`src/rtl/mem_wb_pipe_reg.sv`:
```
// ---------------------------------------------------------------------------
// mem_wb_pipe_reg
//
// MEM/WB pipeline register for the MIPS datapath with a valid/ready handshake.
// It carries the write-back control, the ALU result, the memory read value and
// the destination register from MEM to WB. It also drives a pre-muxed
// write-back value and a forwarding tap for the hazard unit.
//
// Build option:
//   MEMWB_SKID_EN  defined   -> 2-entry buffer (head + skid). in_ready is
//                               derived from the skid state only, so there is
//                               no path from out_ready to in_ready.
//                  undefined -> single head register. in_ready is
//                               combinational: rst & (!out_valid | out_ready).
//
// Parameters:
//   DATA_W  width of the ALU result, memory read value and WB value
//   DEST_W  width of the destination register index
//
// Ports:
//   clk, rst              clock; synchronous active-low reset
//   flush                 synchronous discard of all held entries
//   in_valid/in_ready     MEM-side handshake
//   WB_en_in, MEM_R_EN_in, ALU_result_in, Mem_read_value_in, Dest_in
//                         entry fields from MEM
//   out_valid/out_ready   WB-side handshake
//   WB_en, MEM_R_EN, ALU_result, Mem_read_value, Dest
//                         head entry fields
//   WB_value              MEM_R_EN ? Mem_read_value : ALU_result
//   fwd_valid/dest/value  forwarding tap, taken from the head register only
//   occupancy             number of held entries (0..2)
// ---------------------------------------------------------------------------
module mem_wb_pipe_reg #(
    parameter int DATA_W = 32,
    parameter int DEST_W = 5
) (
    input  logic              clk,
    input  logic              rst,
    input  logic              flush,
    input  logic              in_valid,
    output logic              in_ready,
    input  logic              WB_en_in,
    input  logic              MEM_R_EN_in,
    input  logic [DATA_W-1:0] ALU_result_in,
    input  logic [DATA_W-1:0] Mem_read_value_in,
    input  logic [DEST_W-1:0] Dest_in,
    output logic              out_valid,
    input  logic              out_ready,
    output logic              WB_en,
    output logic              MEM_R_EN,
    output logic [DATA_W-1:0] ALU_result,
    output logic [DATA_W-1:0] Mem_read_value,
    output logic [DEST_W-1:0] Dest,
    output logic [DATA_W-1:0] WB_value,
    output logic              fwd_valid,
    output logic [DEST_W-1:0] fwd_dest,
    output logic [DATA_W-1:0] fwd_value,
    output logic [1:0]        occupancy
);

    typedef enum logic [1:0] {
        S_EMPTY = 2'd0,
        S_ONE   = 2'd1,
        S_TWO   = 2'd2
    } occ_state_t;

    occ_state_t state_q, state_d;

    // Head entry: drives every output.
    logic              head_wb_en_q;
    logic              head_mem_r_en_q;
    logic [DATA_W-1:0] head_alu_q;
    logic [DATA_W-1:0] head_mem_q;
    logic [DEST_W-1:0] head_dest_q;

    logic accept;
    logic retire;
    logic load_head_in;   // head <= input entry

    // Writes to $zero are dropped when the entry is captured.
    logic wb_en_qual_in;
    assign wb_en_qual_in = WB_en_in & (|Dest_in);

    assign out_valid = (state_q != S_EMPTY);
    assign accept    = in_valid & in_ready;
    assign retire    = out_valid & out_ready;

`ifdef MEMWB_SKID_EN
    logic              skid_wb_en_q;
    logic              skid_mem_r_en_q;
    logic [DATA_W-1:0] skid_alu_q;
    logic [DATA_W-1:0] skid_mem_q;
    logic [DEST_W-1:0] skid_dest_q;
    logic              load_skid_in;   // skid <= input entry
    logic              move_skid;      // head <= skid

    // Depends only on the skid state; rst only forces it low in reset.
    assign in_ready = rst & (state_q != S_TWO);
`else
    assign in_ready = rst & (!out_valid | out_ready);
`endif

    // Next-state / load control.
    always_comb begin
        state_d      = state_q;
        load_head_in = 1'b0;
`ifdef MEMWB_SKID_EN
        load_skid_in = 1'b0;
        move_skid    = 1'b0;
`endif
        case (state_q)
            S_EMPTY: begin
                if (accept) begin
                    load_head_in = 1'b1;
                    state_d      = S_ONE;
                end
            end
            S_ONE: begin
                if (accept && retire) begin
                    load_head_in = 1'b1;
                end else if (accept) begin
`ifdef MEMWB_SKID_EN
                    load_skid_in = 1'b1;
                    state_d      = S_TWO;
`endif
                end else if (retire) begin
                    state_d = S_EMPTY;
                end
            end
`ifdef MEMWB_SKID_EN
            S_TWO: begin
                // in_ready is low here, so only a retire can happen.
                if (retire) begin
                    move_skid = 1'b1;
                    state_d   = S_ONE;
                end
            end
`endif
            default: state_d = S_EMPTY;
        endcase

        // Flush discards everything, including a same-cycle accept. A
        // same-cycle retire has already been seen by WB.
        if (flush) begin
            state_d      = S_EMPTY;
            load_head_in = 1'b0;
`ifdef MEMWB_SKID_EN
            load_skid_in = 1'b0;
            move_skid    = 1'b0;
`endif
        end
    end

    always_ff @(posedge clk) begin
        if (!rst) begin
            state_q         <= S_EMPTY;
            head_wb_en_q    <= 1'b0;
            head_mem_r_en_q <= 1'b0;
            head_alu_q      <= '0;
            head_mem_q      <= '0;
            head_dest_q     <= '0;
`ifdef MEMWB_SKID_EN
            skid_wb_en_q    <= 1'b0;
            skid_mem_r_en_q <= 1'b0;
            skid_alu_q      <= '0;
            skid_mem_q      <= '0;
            skid_dest_q     <= '0;
`endif
        end else begin
            state_q <= state_d;
            // Data fields hold their last value when not loaded.
            if (load_head_in) begin
                head_wb_en_q    <= wb_en_qual_in;
                head_mem_r_en_q <= MEM_R_EN_in;
                head_alu_q      <= ALU_result_in;
                head_mem_q      <= Mem_read_value_in;
                head_dest_q     <= Dest_in;
            end
`ifdef MEMWB_SKID_EN
            else if (move_skid) begin
                head_wb_en_q    <= skid_wb_en_q;
                head_mem_r_en_q <= skid_mem_r_en_q;
                head_alu_q      <= skid_alu_q;
                head_mem_q      <= skid_mem_q;
                head_dest_q     <= skid_dest_q;
            end
            if (load_skid_in) begin
                skid_wb_en_q    <= wb_en_qual_in;
                skid_mem_r_en_q <= MEM_R_EN_in;
                skid_alu_q      <= ALU_result_in;
                skid_mem_q      <= Mem_read_value_in;
                skid_dest_q     <= Dest_in;
            end
`endif
        end
    end

    // All outputs come from the head register only.
    assign WB_en          = head_wb_en_q & (|head_dest_q);
    assign MEM_R_EN       = head_mem_r_en_q;
    assign ALU_result     = head_alu_q;
    assign Mem_read_value = head_mem_q;
    assign Dest           = head_dest_q;
    assign WB_value       = head_mem_r_en_q ? head_mem_q : head_alu_q;

    assign fwd_valid = out_valid & WB_en;
    assign fwd_dest  = head_dest_q;
    assign fwd_value = WB_value;

    assign occupancy = (state_q == S_TWO) ? 2'd2 :
                       (state_q == S_ONE) ? 2'd1 : 2'd0;

endmodule

```
`config.mk`:
```
export PLATFORM = sky130hd
export DESIGN_NAME = mem_wb_pipe_reg
export DESIGN_NICKNAME = d
export VERILOG_FILES = /design/src/rtl/mem_wb_pipe_reg.sv
export SDC_FILE = /design/constraint.sdc
export NUM_CORES = 1
export LEC_CHECK = 0
export BUFFER_PORTS_ARGS = -buffer_cell sky130_fd_sc_hd__buf_2
export CORE_ASPECT_RATIO = 0.8
export CORE_UTILIZATION = 40
export DETAILED_ROUTE_END_ITERATION = 7
export GPL_ROUTABILITY_DRIVEN = 0
export PLACE_DENSITY = 0.88
export SETUP_SLACK_MARGIN = 0.05
export SLEW_MARGIN = 10
export SYNTH_ARGS = -nofsm -noshare
export SYNTH_HDL_FRONTEND = slang
export SYNTH_SLANG_ARGS = --single-unit
```
`constraint.sdc`:
```
create_clock -name clk -period 1.2 [get_ports clk]
set_input_delay 0.12 -clock clk [delete_from_list [all_inputs] [get_ports clk]]
set_output_delay 0.12 -clock clk [all_outputs]
set_load 0.005 [all_outputs]
```
# After elaboration in Yosys (flattened, before gate mapping)
# Cells that the tools add are included.
# totals
register_bits,73
input_bits,76
out_inout_bits,145
elab_cells,40
# op_classes
eq_ne,6
muxes,12
n_bitwise,8
n_reduce_logical,8
# ops
cell,n
2-to-1 mux 32 bit,1
2-to-1 mux 2 bit,5
OR reduction 5 bit,2
inequality test 2 bit (second input constant),4
bitwise AND 1 bit,6
2-to-1 mux 1 bit,4
one-hot mux 2 bit (2 select lines),1
AND reduction 4 bit,1
== test 2 x 1 -> 1 bit (second input constant),1
== test 2 bit (second input constant),1
zero test 2 bit,1
one-hot mux 1 bit (2 select lines),1
nonzero test 2 bit,1
OR reduction 2 bit,1
logical AND 1 bit,1
zero test 1 bit,1
inverter 1 bit,1
bitwise OR 1 bit,1

# Depth between registers and ports, before layout
# depth
word_depth,9
ltp_mapped,6
depth_no_buf,3

# Worst setup path before layout
# No wires, ideal clock.
# synth_timing
kind,flip-flop to output port
start,"reg head_mem_r_en_q, in the netlist MEM_R_EN"
end,out fwd_value[11]
arrival_time_ps,1265
t_required_ps,1080
path_slack_ps,-185
stages_incl_launch_ff,5
path_buffers,3
path_cell_list,dfxtp_1 > clkbuf_1 > buf_2 > mux2_1 > buf_4
# synth_between
elab_chain_cells,1
# synth_lines
item,line,source
"start, declared",71,logic head_mem_r_en_q;
"start signal, assigned",174,head_mem_r_en_q <= MEM_R_EN_in;
2-to-1 mux 32 bit,204,assign WB_value = head_mem_r_en_q ? head_mem_q : head_alu_q;
"end, declared",57,"output logic [DATA_W-1:0] fwd_value,"
# Every way passes these cells.

# Final worst setup path
# layout_timing
start,"reg head_dest_q[2], in the netlist Dest[2]"
end,out fwd_valid
# layout_between
elab_chain_cells,3
# layout_lines
item,line,source
"start, declared",74,logic [DEST_W-1:0] head_dest_q;
"start signal, assigned",177,head_dest_q <= Dest_in;
OR reduction 5 bit,199,assign WB_en = head_wb_en_q & (|head_dest_q);
bitwise AND 1 bit,199,
bitwise AND 1 bit,206,assign fwd_valid = out_valid & WB_en;
"end, declared",55,"output logic fwd_valid,"
# Every way passes these cells.

==> metrics.yaml <==
logic_synthesis:
  synth_top_family_by_area: "simple AND/OR/NAND/NOR gates"
  synth_seq_cells: 72
  seq_area_frac_synth: 0.386
  async_flop_share: 0
  synth.top_cell.area_share: 0.386
  synthMuxAreaShare: 0.0965
  synth.distinct_cells: 25
  synth_area_um2: 3730
  yosys.area_share.simple: 0.184
  syn_nets: 481
  ys_top_cells_by_count: "dfxtp_1 (72), nand2_1 (72), nand3_1 (70), o21ai_2 (70), buf_4 (39)"
  synth_ff_type: "dfxtp_1"
  synth_edf_count: 0
  synth_compound_area_frac: 0.170
  ys_top_cells_by_area: "dfxtp_1 (39%), o21ai_2 (16%), nand3_1 (9.4%), buf_4 (7.8%), nand2_1 (7.2%)"
  yosys_warnings: 0
  synth_top_area_cell: "dfxtp_1"
  syn-instance-count: 405
  synth_xor_area_frac: 0
  avgSynthCellArea_um2: 9.22
  synthAdderAreaFrac: 0
routing:
  ant_nets: 0
  wl_per_cell_um: 16.8
  drc_errors: 0
  vias: 3695
  drt_iter0_drc: 170
  viasPerCell: 5.13
  dr.pass1.iters: 4
  routed_wl_um: 12100
floorplanning:
  rows: 31
  ios: 221
  die_area_um2: 9720
  start_util: 0.413
  die_h_um: 88.4
  die_w_um: 110
  core_um2: 9040
cts:
  cts_sinks: 72
  clk_latency_ns: 0.32
  clkTransAtPathRegs_ns: 0.06
  cts_max_level: 3
  ctsLongestPathBuffers: 2
  cts_tree: "built"
  numCtsBuffers: 9
  root_buffer: "clkbuf_16"
sta:
  drv_slew: 0
  layout_setup_ws_ns: -0.545
  finalHoldViolCount: 0
  fin_skew_ns: 0.00592
  max_freq_mhz: 573
  min_period_ns: 1.74
  rsz0062_at_grt: "yes"
  setup_viol: 67
  fin_crit_sh: 1.45
critical_path:
  cp-startpoint: "Dest[2]"
  max_stage_delay_ns: 0.51
  critPathTopFamily: "simple AND/OR/NAND/NOR gates"
  r2r-end: "ALU_result[8]"
  r2r_start: "state_q[0]"
  critPathBufInv: 1
  crit_cells: 4
  start_kind: "register"
  arrival_ns: 1.62
  reg2reg_depth: 5
  endpoint: "fwd_valid"
  critical_path_class: "reg2out"
  r2r_slack_ns: 0.04
  crit_chain: "or4_4, o21a_1, and2_1, buf_2"
  path_max_fanout: 2
  endpoint_kind: "output port"
  cp_slowest_cell: "or4_4"
  crit_required_ns: 1.08
power:
  power_density_nw_per_um2: 1160
  p_total_mw: 6.84
  ir_worst_vdd_mv: 0.704
  leakagePower_nw: 2.80
final_layout:
  layout-drive-gt1-share: 0.648
  final_area_um2: 5890
  area_growth_pct: 57.7
  antenna_cells: 0
  ff_latch_area_um2: 1450
  final_util: 0.651
  multi_input_area_um2: 1860
  layout.cells.non_filler: 720
  fillers: 695
  fin_nets: 676
run:
  maxCapViolations: 0
placed_design:
  dp_slack_ns: -0.235
  dpl_cell_area_um2: 4750
  dp.cells: 687
  dpl.hpwl_um: 7120
  port_buffers: 219
global_routing:
  grt_overflow: 0
  grt_pass1_wl_um: 15800
  grt_pass1_vias: 3295
  antenna_found_initial: 0
  grt_max_degree: 74
  grt_usage: 0.211
hold_path:
  hold_class: "in2reg"
  whs_path_depth: 3
run_status:
  outcome: "complete, but fails checks"
  violations: "negative setup slack"
[cell families after synthesis]
group | Yosys count
AND/OR/NAND/NOR | 152
buffers and inverters | 75
AO/OA/AOI/OAI | 73
flip-flops | 72
multiplexers | 32
other | 1
[worst min-delay path, stage by stage]
cell and delay [ns]:
buf_2 0.08, nand3_2 0.06, o21ai_2 0.05
[power by group]
part	leakage [nW]	switching, mW	internal, mW	total, mW
registers	0.592	0.111	2.53	2.64
clock network	0.152	0.984	1.87	2.86
logic	2.05	0.564	0.778	1.34
total	2.80	1.66	5.18	6.84
[layer usage]
metal | GRT usage | wire length, µm
met2 | 0.391 | 6300
met5 | 0 | 0
met4 | 0.0739 | 196
met1 | 0.235 | 4860
met3 | 0.0523 | 764
[sequential cells by signal, indices dropped and copies added (netlist names)]
register and count:
state_q 1, ALU_result 32, MEM_R_EN 1, head_wb_en_q 1, Mem_read_value 32, Dest 5
[per-stage QoR]
stage | hold slack, ns | setup TNS [ns]
4_1_cts | 0.00897 | -21.21
5_1_grt | 0.0182 | -20.87
2_1_floorplan | 0.196 | -0.117
6_report | 0.0187 | -18.05
3_3_place_gp | 0.305 | -0.302
3_5_place_dp | 0.305 | -0.350
[timing repair]
action,in CTS,in global routing
resized for setup,78,20
hold buffers,1,0
pin swaps,17,24
hold endpoints to repair,1,0
gates cloned,2,11
buffers inserted,4,1
endpoints found under the setup margin,67,132
[final cells by class]
| class | instances | area share |
|---|---|---|
| Sequential cell | 72 | 0.246 |
| Tap cell | 115 | 0.0244 |
| Multi-Input combinational cell | 259 | 0.317 |
| Clock inverter | 5 | 0.0136 |
| Clock buffer | 11 | 0.0412 |
| Timing Repair Buffer | 258 | 0.358 |
[how the worst min path moves through the flow]
stage	from	endpoint	slack (ns)
finish	ALU_result_in[26]	ALU_result[26]	0.02
global route	Mem_read_value_in[26]	Mem_read_value[26]	0.02
CTS	WB_en_in	head_wb_en_q	0.009
detailed placement	flush	state_q[0]	0.31
global placement	flush	state_q[0]	0.31
floorplan	flush	state_q[0]	0.20
[cells in the final DEF (no fill, tap or decap)]
cell type | synthesis | layout
buf_2 | 4 | 153
buf_6 | 1 | 75
nand2_1 | 72 | 72
o21ai_2 | 70 | 70
dfxtp_1 | 72 | 67
nand3_1 | 70 | 64
mux2_4 | 0 | 32
clkbuf_16 | 0 | 16
buf_12 | 8 | 11
buf_4 | 39 | 10
nand3_2 | 0 | 6
dfxtp_2 | 0 | 4
and2_4 | 1 | 3
clkinvlp_4 | 0 | 2
bufinv_16 | 0 | 2
dfxtp_4 | 0 | 1
nand2b_4 | 0 | 1
or4_4 | 0 | 1
o21a_1 | 1 | 1
and2_1 | 2 | 1
and3b_2 | 0 | 1
nor2_1 | 1 | 1
nor3_1 | 1 | 1
a21oi_2 | 0 | 1
a31o_1 | 1 | 1
nor2b_1 | 1 | 1
nor3b_1 | 1 | 1
conb_1 | 1 | 1
clkinv_2 | 0 | 1
clkbuf_8 | 0 | 1
clkbuf_1 | 16 | 1
dlygate4sd3_1 | 0 | 1
buf_8 | 0 | 1
(Power assumes the default switching activity.)
